## config.mk

```make
export PLATFORM = sky130hd
export DESIGN_NAME = sm4_key_expand
export DESIGN_NICKNAME = d
export VERILOG_FILES = /design/src/rtl/sm4_key_expand.sv
export SDC_FILE = /design/constraint.sdc
export NUM_CORES = 2
export LEC_CHECK = 0
export ABC_CLOCK_PERIOD_IN_PS = 41500
export BUFFER_PORTS_ARGS = -buffer_cell sky130_fd_sc_hd__buf_4
export CORE_MARGIN = 4
export CORE_UTILIZATION = 61
export DETAILED_ROUTE_END_ITERATION = 8
export HOLD_SLACK_MARGIN = 0.02
export PLACE_DENSITY = 0.78
export SETUP_SLACK_MARGIN = 0.3
export SYNTH_ARGS = -nofsm -noshare
export SYNTH_HDL_FRONTEND = slang
export SYNTH_HIERARCHICAL = 1
export SYNTH_SLANG_ARGS = --single-unit
```

## constraint.sdc

```tcl
create_clock -name clk -period 41.5 [get_ports clk]
set_input_delay 2.075 -clock clk [delete_from_list [all_inputs] [get_ports clk]]
set_output_delay 2.075 -clock clk [all_outputs]
set_load 0.02 [all_outputs]
```

## src/rtl/sm4_key_expand.sv

```systemverilog
`default_nettype none
// ============================================================================
//  Module   : sm4_key_expand (with helper sm4_sbox)
//  Purpose  : Iterative SM4 key schedule, one round key per clock into a
//             32-entry register file with forward/reverse read port.
//             Define SM4_KEYEXP_REGOUT_EN for a registered read port.
//  Revision : 1.0 - initial release
// ============================================================================

module sm4_sbox (
    input  logic [7:0] din_i,
    output logic [7:0] dout_o
);
    localparam logic [2047:0] c_SBOX = {
        128'hd690e9fecce13db716b614c228fb2c05, 128'h2b679a762abe04c3aa44132649860699,
        128'h9c4250f491ef987a33540b43edcfac62, 128'he4b31ca9c908e89580df94fa758f3fa6,
        128'h4707a7fcf37317ba83593c19e6854fa8, 128'h686b81b27164da8bf8eb0f4b70569d35,
        128'h1e240e5e6358d1a225227c3b01217887, 128'hd40046579fd327524c3602e7a0c4c89e,
        128'heabf8ad240c738b5a3f7f2cef96115a1, 128'he0ae5da49b341a55ad933230f58cb1e3,
        128'h1df6e22e8266ca60c02923ab0d534e6f, 128'hd5db3745defd8e2f03ff6a726d6c5b51,
        128'h8d1baf92bbddbc7f11d95c411f105ad8, 128'h0ac13188a5cd7bbd2d74d012b8e5b4b0,
        128'h8969974a0c96777e65b9f109c56ec684, 128'h18f07dec3adc4d2079ee5f3ed7cb3948
    };

    // Entry 0 sits in the top byte, so entry n starts at bit 8*(255-n).
    assign dout_o = c_SBOX[{~din_i, 3'b000} +: 8];
endmodule

module sm4_key_expand (
    input  logic         clk,
    input  logic         rst,
    input  logic         key_valid_in,
    input  logic [127:0] key_in,
    output logic         key_ready_out,
    output logic         busy_out,
    output logic         keys_valid_out,
    input  logic [4:0]   rk_idx_in,
    input  logic         rk_dec_in,
    output logic [31:0]  rk_out
);
    localparam logic [31:0] c_FK0 = 32'hA3B1BAC6;
    localparam logic [31:0] c_FK1 = 32'h56AA3350;
    localparam logic [31:0] c_FK2 = 32'h677D9197;
    localparam logic [31:0] c_FK3 = 32'hB27022DC;

    typedef enum logic [1:0] {
        ST_IDLE   = 2'd0,
        ST_EXPAND = 2'd1,
        ST_DONE   = 2'd2
    } state_t;

    state_t      state_q, state_d;
    logic [4:0]  cnt_q, cnt_d;
    logic [31:0] k0_q, k1_q, k2_q, k3_q;
    logic [31:0] k0_d, k1_d, k2_d, k3_d;
    logic        kv_q, kv_d;
    logic [31:0] rf_q [32];

    logic        w_accept, w_we;
    logic [31:0] w_ck, w_x, w_b, w_rk;
    logic [4:0]  w_ridx;

    assign key_ready_out = (state_q != ST_EXPAND);
    assign busy_out      = (state_q == ST_EXPAND);
    assign w_accept      = key_valid_in && key_ready_out;

    // CK byte j of round i is (4i+j)*7 mod 256; an 8-bit product wraps for free.
    generate
        for (genvar j = 0; j < 4; j++) begin : g_ck
            localparam logic [1:0] c_J = 2'(j);
            logic [7:0] w_prod;
            assign w_prod            = {1'b0, cnt_q, c_J} * 8'd7;
            assign w_ck[31-8*j -: 8] = w_prod;
        end
    endgenerate

    assign w_x = k1_q ^ k2_q ^ k3_q ^ w_ck;

    generate
        for (genvar j = 0; j < 4; j++) begin : g_sbox
            sm4_sbox u_sbox (
                .din_i  (w_x[31-8*j -: 8]),
                .dout_o (w_b[31-8*j -: 8])
            );
        end
    endgenerate

    assign w_rk = k0_q ^ w_b ^ {w_b[18:0], w_b[31:19]} ^ {w_b[8:0], w_b[31:9]};

    always_comb begin
        state_d = state_q;
        cnt_d   = cnt_q;
        k0_d    = k0_q;
        k1_d    = k1_q;
        k2_d    = k2_q;
        k3_d    = k3_q;
        kv_d    = kv_q;
        w_we    = 1'b0;
        case (state_q)
            ST_IDLE, ST_DONE: begin
                if (w_accept) begin
                    state_d = ST_EXPAND;
                    cnt_d   = 5'd0;
                    k0_d    = key_in[127:96] ^ c_FK0;
                    k1_d    = key_in[95:64]  ^ c_FK1;
                    k2_d    = key_in[63:32]  ^ c_FK2;
                    k3_d    = key_in[31:0]   ^ c_FK3;
                    kv_d    = 1'b0;
                end
            end
            ST_EXPAND: begin
                w_we  = 1'b1;
                k0_d  = k1_q;
                k1_d  = k2_q;
                k2_d  = k3_q;
                k3_d  = w_rk;
                cnt_d = cnt_q + 5'd1;
                if (cnt_q == 5'd31) begin
                    state_d = ST_DONE;
                    kv_d    = 1'b1;
                end
            end
            default: state_d = ST_IDLE;
        endcase
    end

    always_ff @(posedge clk or posedge rst) begin
        if (rst) begin
            state_q <= ST_IDLE;
            cnt_q   <= 5'd0;
            k0_q    <= 32'h0;
            k1_q    <= 32'h0;
            k2_q    <= 32'h0;
            k3_q    <= 32'h0;
            kv_q    <= 1'b0;
        end else begin
            state_q <= state_d;
            cnt_q   <= cnt_d;
            k0_q    <= k0_d;
            k1_q    <= k1_d;
            k2_q    <= k2_d;
            k3_q    <= k3_d;
            kv_q    <= kv_d;
        end
    end

    always_ff @(posedge clk or posedge rst) begin
        if (rst) begin
            for (int n = 0; n < 32; n++) rf_q[n] <= 32'h0;
        end else if (w_we) begin
            rf_q[cnt_q] <= w_rk;
        end
    end

    assign w_ridx = rk_dec_in ? (5'd31 - rk_idx_in) : rk_idx_in;

`ifdef SM4_KEYEXP_REGOUT_EN
    // Valid is delayed alongside the data so the pair stays aligned.
    logic [31:0] rk_q;
    logic        kvo_q;

    always_ff @(posedge clk or posedge rst) begin
        if (rst) begin
            rk_q  <= 32'h0;
            kvo_q <= 1'b0;
        end else begin
            rk_q  <= kv_q ? rf_q[w_ridx] : 32'h0;
            kvo_q <= kv_q;
        end
    end

    assign rk_out         = rk_q;
    assign keys_valid_out = kvo_q;
`else
    assign rk_out         = kv_q ? rf_q[w_ridx] : 32'h0;
    assign keys_valid_out = kv_q;
`endif
endmodule

`default_nettype wire

```

# Word-level counts from Yosys, hierarchy flattened
# Cells that the tools add are included.
op_classes:
  addsub: 2
  multipliers: 4
  n_lt_le_gt_ge: 3
  eq_ne: 6
  shifts: 4
  n_mux: 25
  n_bitwise: 16
  n_reduce_logical: 8
op_table:
  columns: ["cell", "count"]
  rows:
  - ["$shiftx A2048 B12 Y8 const A", 4]
  - ["$bwmux W1024", 1]
  - ["$mux W32", 8]
  - ["$pmux W32 S2", 4]
  - ["$xor A32 B32 Y32", 6]
  - ["$bmux W32 S5", 1]
  - ["$demux W32 S5", 1]
  - ["$not A8 Y8", 4]
  - ["$not A14 Y14", 2]
  - ["$not A19 Y19", 1]
  - ["$not A17 Y17", 1]
  - ["$mul A7 B3 Y8 const B", 2]
  - ["$ge A6 B6 Y1 const B", 2]
  - ["$not A5 Y6", 2]
  - ["$mux W5", 2]
  - ["$pmux W5 S2", 1]
  - ["$mul A6 B3 Y7 const B", 1]
  - ["$lt A6 B1 Y1 const B", 1]
  - ["$mul A5 B3 Y6 const B", 1]
  - ["$add A5 B1 Y5 const B", 1]
  - ["$eq A5 B5 Y1 const B", 1]
  - ["$sub A5 B5 Y5 const A", 1]
  - ["$mux W2", 2]
  - ["$ne A2 B1 Y1 const B", 2]
  - ["12 further kinds", 16]
totals:
  regBits: 1160
  in_bits: 137
  output_inout_bits: 35
  word_cells: 107

# Logic depth before layout (Yosys ltp)
depth:
  word_depth: 9
  depth_mapped: 20
  mapped_depth_nobuf: 17

# Cells and area by module
# Netlist, hierarchy kept.
by_module_without_submodules:
  columns: ["mod", "n_inst", "cells_each", "area_per_inst_um2", "seq_area_each_um2"]
  rows:
  - ["sm4_key_expand", 1, 5405, 54464.7, 29027.8]
  - ["sm4_sbox", 4, 537, 3270.6, 0.0]

# Worst setup path before layout
# No wires, ideal clock.
synth_timing:
  kind: "input to output"
  start: "input rk_dec_in"
  end: "output rk_out[31]"
  arrival_time_ns: 3.728
  t_required_ns: 39.425
  path_slack_ns: 35.697
  cell_stages: 9
  path_buffers: 4
  path_cell_list: "buf_4 > buf_4 > buf_6 > buf_2 > nand3b_1 > o211ai_1 > a21oi_1 > nor3_1 > o31ai_1"
synth_via:
  elab_chain_cells: 6
synth_lines:
  columns: ["item", "line", "text"]
  rows:
  - ["start, declared", "38", "input logic rk_dec_in,"]
  - ["$mux W5", "155", "assign w_ridx = rk_dec_in ? (5'd31 - rk_idx_in) : rk_idx_in;"]
  - ["$not A5 Y6 (not written as such)", "175", "assign rk_out = kv_q ? rf_q[w_ridx] : 32'h0;"]
  - ["$bmux W32 S5", "175", null]
  - ["$mux W32 (not written as such) (2 in series)", "175", null]
  - ["$mux W32", "175", null]
  - ["end, declared", "39", "output logic [31:0] rk_out"]
# No other way between the ends. The select of a mux whose other input is x is not followed.

# Worst setup path after layout
layout_timing:
  start: "input rk_idx_in[1]"
  end: "output rk_out[1]"
layout_via:
  elab_chain_cells: 7
layout_lines:
  columns: ["item", "line", "text"]
  rows:
  - ["start, declared", "37", "input logic [4:0] rk_idx_in,"]
  - ["$sub A5 B5 Y5", "155", null]
  - ["$mux W5 (*)", "155", null]
  - ["$not A5 Y6 (not written as such) (*)", "175", null]
  - ["$bmux W32 S5 (*)", "175", null]
  - ["$mux W32 (not written as such) (*) (2 in series)", "175", null]
  - ["$mux W32 (*)", "175", null]
# Every way passes the cells marked *; elsewhere a longest branch is shown, timed or not. The select of a mux whose other input is x is not followed.

==> summary.txt <==
Die area -> 116,000 um2
Slew @ Worst Pin -> 1.28 ns
Die width -> 341 um
Filler Cell Count -> 8,452
Chip height -> 341 um
Part of the cycle the worst path needs -> 0.218
Post-CTS sizing -> 0
HP Start -> k0_q[0]$_DFFE_PP0P_
Hpwl dp -> 148 mm
Data arrival time of the critical path -> 6.96 ns
TNS Setup -> 0 ns
I/O Pins -> 172
Place WS -> 32.55 ns
Mapped Avg Cell Area -> 8.94 um2
GRT Util Overall -> 0.407
# H-tree levels -> 3
Ratio of cells with drive above 1 in the final layout -> 0.125
EDFF count, synth -> 0
CP Class -> in -> out
Status -> completed
Most common flop cell mapped by yosys -> dfrtp_1
Initial Util -> 0.617
Initial antenna violation count -> 7
Distinct cell type count after synthesis -> 73
Final ANT Viol Nets -> 0
Largest cells by area after synthesis -> dfrtp_1 (43%), a21oi_1 (9.2%), mux4_2 (7.2%), nor2_1 (7.0%), o22ai_1 (3.3%)
WL/cell -> 27.5 um
FF+latch count, synth -> 1,160
Clk sinks -> 1,160
# setup viols final -> 0
Synth-to-Final Area Change -> 8.87%
Slew Limit Headroom -> 0.142
Drt via density -> 7.21
CTS buffer count -> 118
Final Critical Period -> 9.04 ns
Nets -> 7,431
Worst r2r src -> cnt_q[2]$_DFFE_PP0P_
Final worst slack -> 32.46 ns
Worst EP required -> 39.42 ns
Skew-Pair Late Insertion Delay -> 0.74 ns
Final wirelength -> 242 mm
First-pass GRT wire length -> 368 mm
Class of the worst hold path -> reg -> reg
Critical path peak fanout -> 66
Critical Path Sink Type -> output pin
Hold Fails Final Rpt -> 0
Synth top cells by count -> nor2_1 (1,254), a21oi_1 (1,238), dfrtp_1 (1,160)
Final Max Tran Viols -> 0
Root Driver -> clkbuf_16
Synth Cell Area -> 67,500 um2
DRT Pass-1 Iters -> 9
Post-synth top area cell -> dfrtp_1
Vias in the first global route -> 61,034
Vias -> 63,478
Placeable core area -> 109,000 um2
Top cell type's share of synthesized area -> 0.430
GP Congestion -> 1.02
Gate Count Post-Synth -> 7,553
Top-count cell post-synth -> nor2_1
Max Freq -> 0.111 GHz
Yosys warns -> 6
Crit path launch -> rk_idx_in[1]
Largest net degree at the start of global routing -> 123
Share of flip-flops with an asynchronous set or reset -> 1.00
Unrepaired setup endpoints after global routing -> no
Postcts setup bufs -> 0
Longest Clk Path Bufs -> 3
Post-Syn Nets -> 7,767
Port Buffers -> 171
Grt total ovfl -> 0
Rows -> 121
Clk slew on worst S/H paths -> 0.07 ns
Initial DRC count -> 9,131
Worst Clk Skew -> 0.0461 ns
Sequential element share of the synthesized area -> 0.430
DR DRC count -> 0
Post-CTS Hold Buffers -> 0
CP startpoint kind -> primary input
CTS tree -> yes
MaxCap Viol Count -> 0
## worst max-delay path: stages
cell,delay (ns)
buf_8,0.32
buf_4,0.60
buf_4,0.85
nand2b_2,0.10
buf_4,0.40
mux2_4,0.64
buf_4,0.46
o22ai_1,0.25
nor3_1,0.07
o21ai_0,0.48
nand3_1,0.23
buf_4,0.21
## area by class of cell
class	instances	area, um2	area share
diodes	6	15.0	0.000204
repair buffers	341	2570	0.0350
flip-flops and latches	1160	29000	0.395
clock buffers	168	3510	0.0478
multi-input cells	5541	35600	0.485
well taps	1476	1850	0.0251
clock inverters	53	706	0.00960
inverters	55	215	0.00293
## logic make-up after synthesis
kind of cell	share of synthesized area
xor gates and xnor gates	0.0268
and+or+nand+nor	0.147
adders and majority gates	0.0152
AOI/OAI and AO/OA	0.242
DFF	0.430
muxes	0.0856
buffers and inverters	0.0545
## final timing paths
kind	depth (start not counted)	endpoint	slack [ns]
setup / recovery	12	rk_out[1]	32.46
hold / removal	2	k0_q[0]$_DFFE_PP0P_	0.50
setup reg to reg	17	rf_q[963]$_DFFE_PP0P_	34.68
hold reg to reg	2	k0_q[0]$_DFFE_PP0P_	0.50
max in group asynchronous	5	rf_q[288]$_DFFE_PP0P_	36.50
min in group asynchronous	2	rf_q[202]$_DFFE_PP0P_	1.48
## layout by cell type, fill, tap and decap left out, drive strengths merged, types with 29 or more instances in the layout
master and n:
inv 57, nor2b 92, nor3 262, xnor2 186, o21ai 363, nand2b 85, clkinv 30, buf 341
a221o 66, a22oi 76, a21oi 1238, a311oi 29, o211ai 77, a211oi 89, o311ai 61, nand3 105
o21a 29, o22ai 357, a31oi 30, nor2 1266, o221ai 53, mux4 217, and2 37, clkbuf 168
mux2i 79, dfrtp 1160, ha 69, nand2 302
## through the flow
step	util	hold WS, ns	cell area, um2	instances
floorplan	-	0.467	67500	7553
global placement	0.633	0.480	69300	8573
detailed placement	0.633	0.484	69300	8573
CTS	0.672	0.501	73500	8794
global route	0.672	0.532	73500	8798
finish	0.672	0.500	73500	8800
## layer usage
| metal | vias up | wire (um) | track usage |
|---|---|---|---|
| li1 | 26915 | - | - |
| met1 | 30878 | 90000 | 0.555 |
| met2 | 4664 | 106000 | 0.599 |
| met3 | 1017 | 30800 | 0.111 |
| met4 | 4 | 14800 | 0.214 |
| met5 | - | 27 | 0 |
## flip-flops by register name (all words and copies together), names as in the netlist
register / cells
rf_q: 1024
k1_q: 32
cnt_q: 5
state_q: 2
k2_q: 32
keys_valid_out: 1
k0_q: 32
k3_q: 32
Power is left out: the tool's default activity adds up to more than one toggle a clock period on the data nets, which glitch-free logic cannot reach.
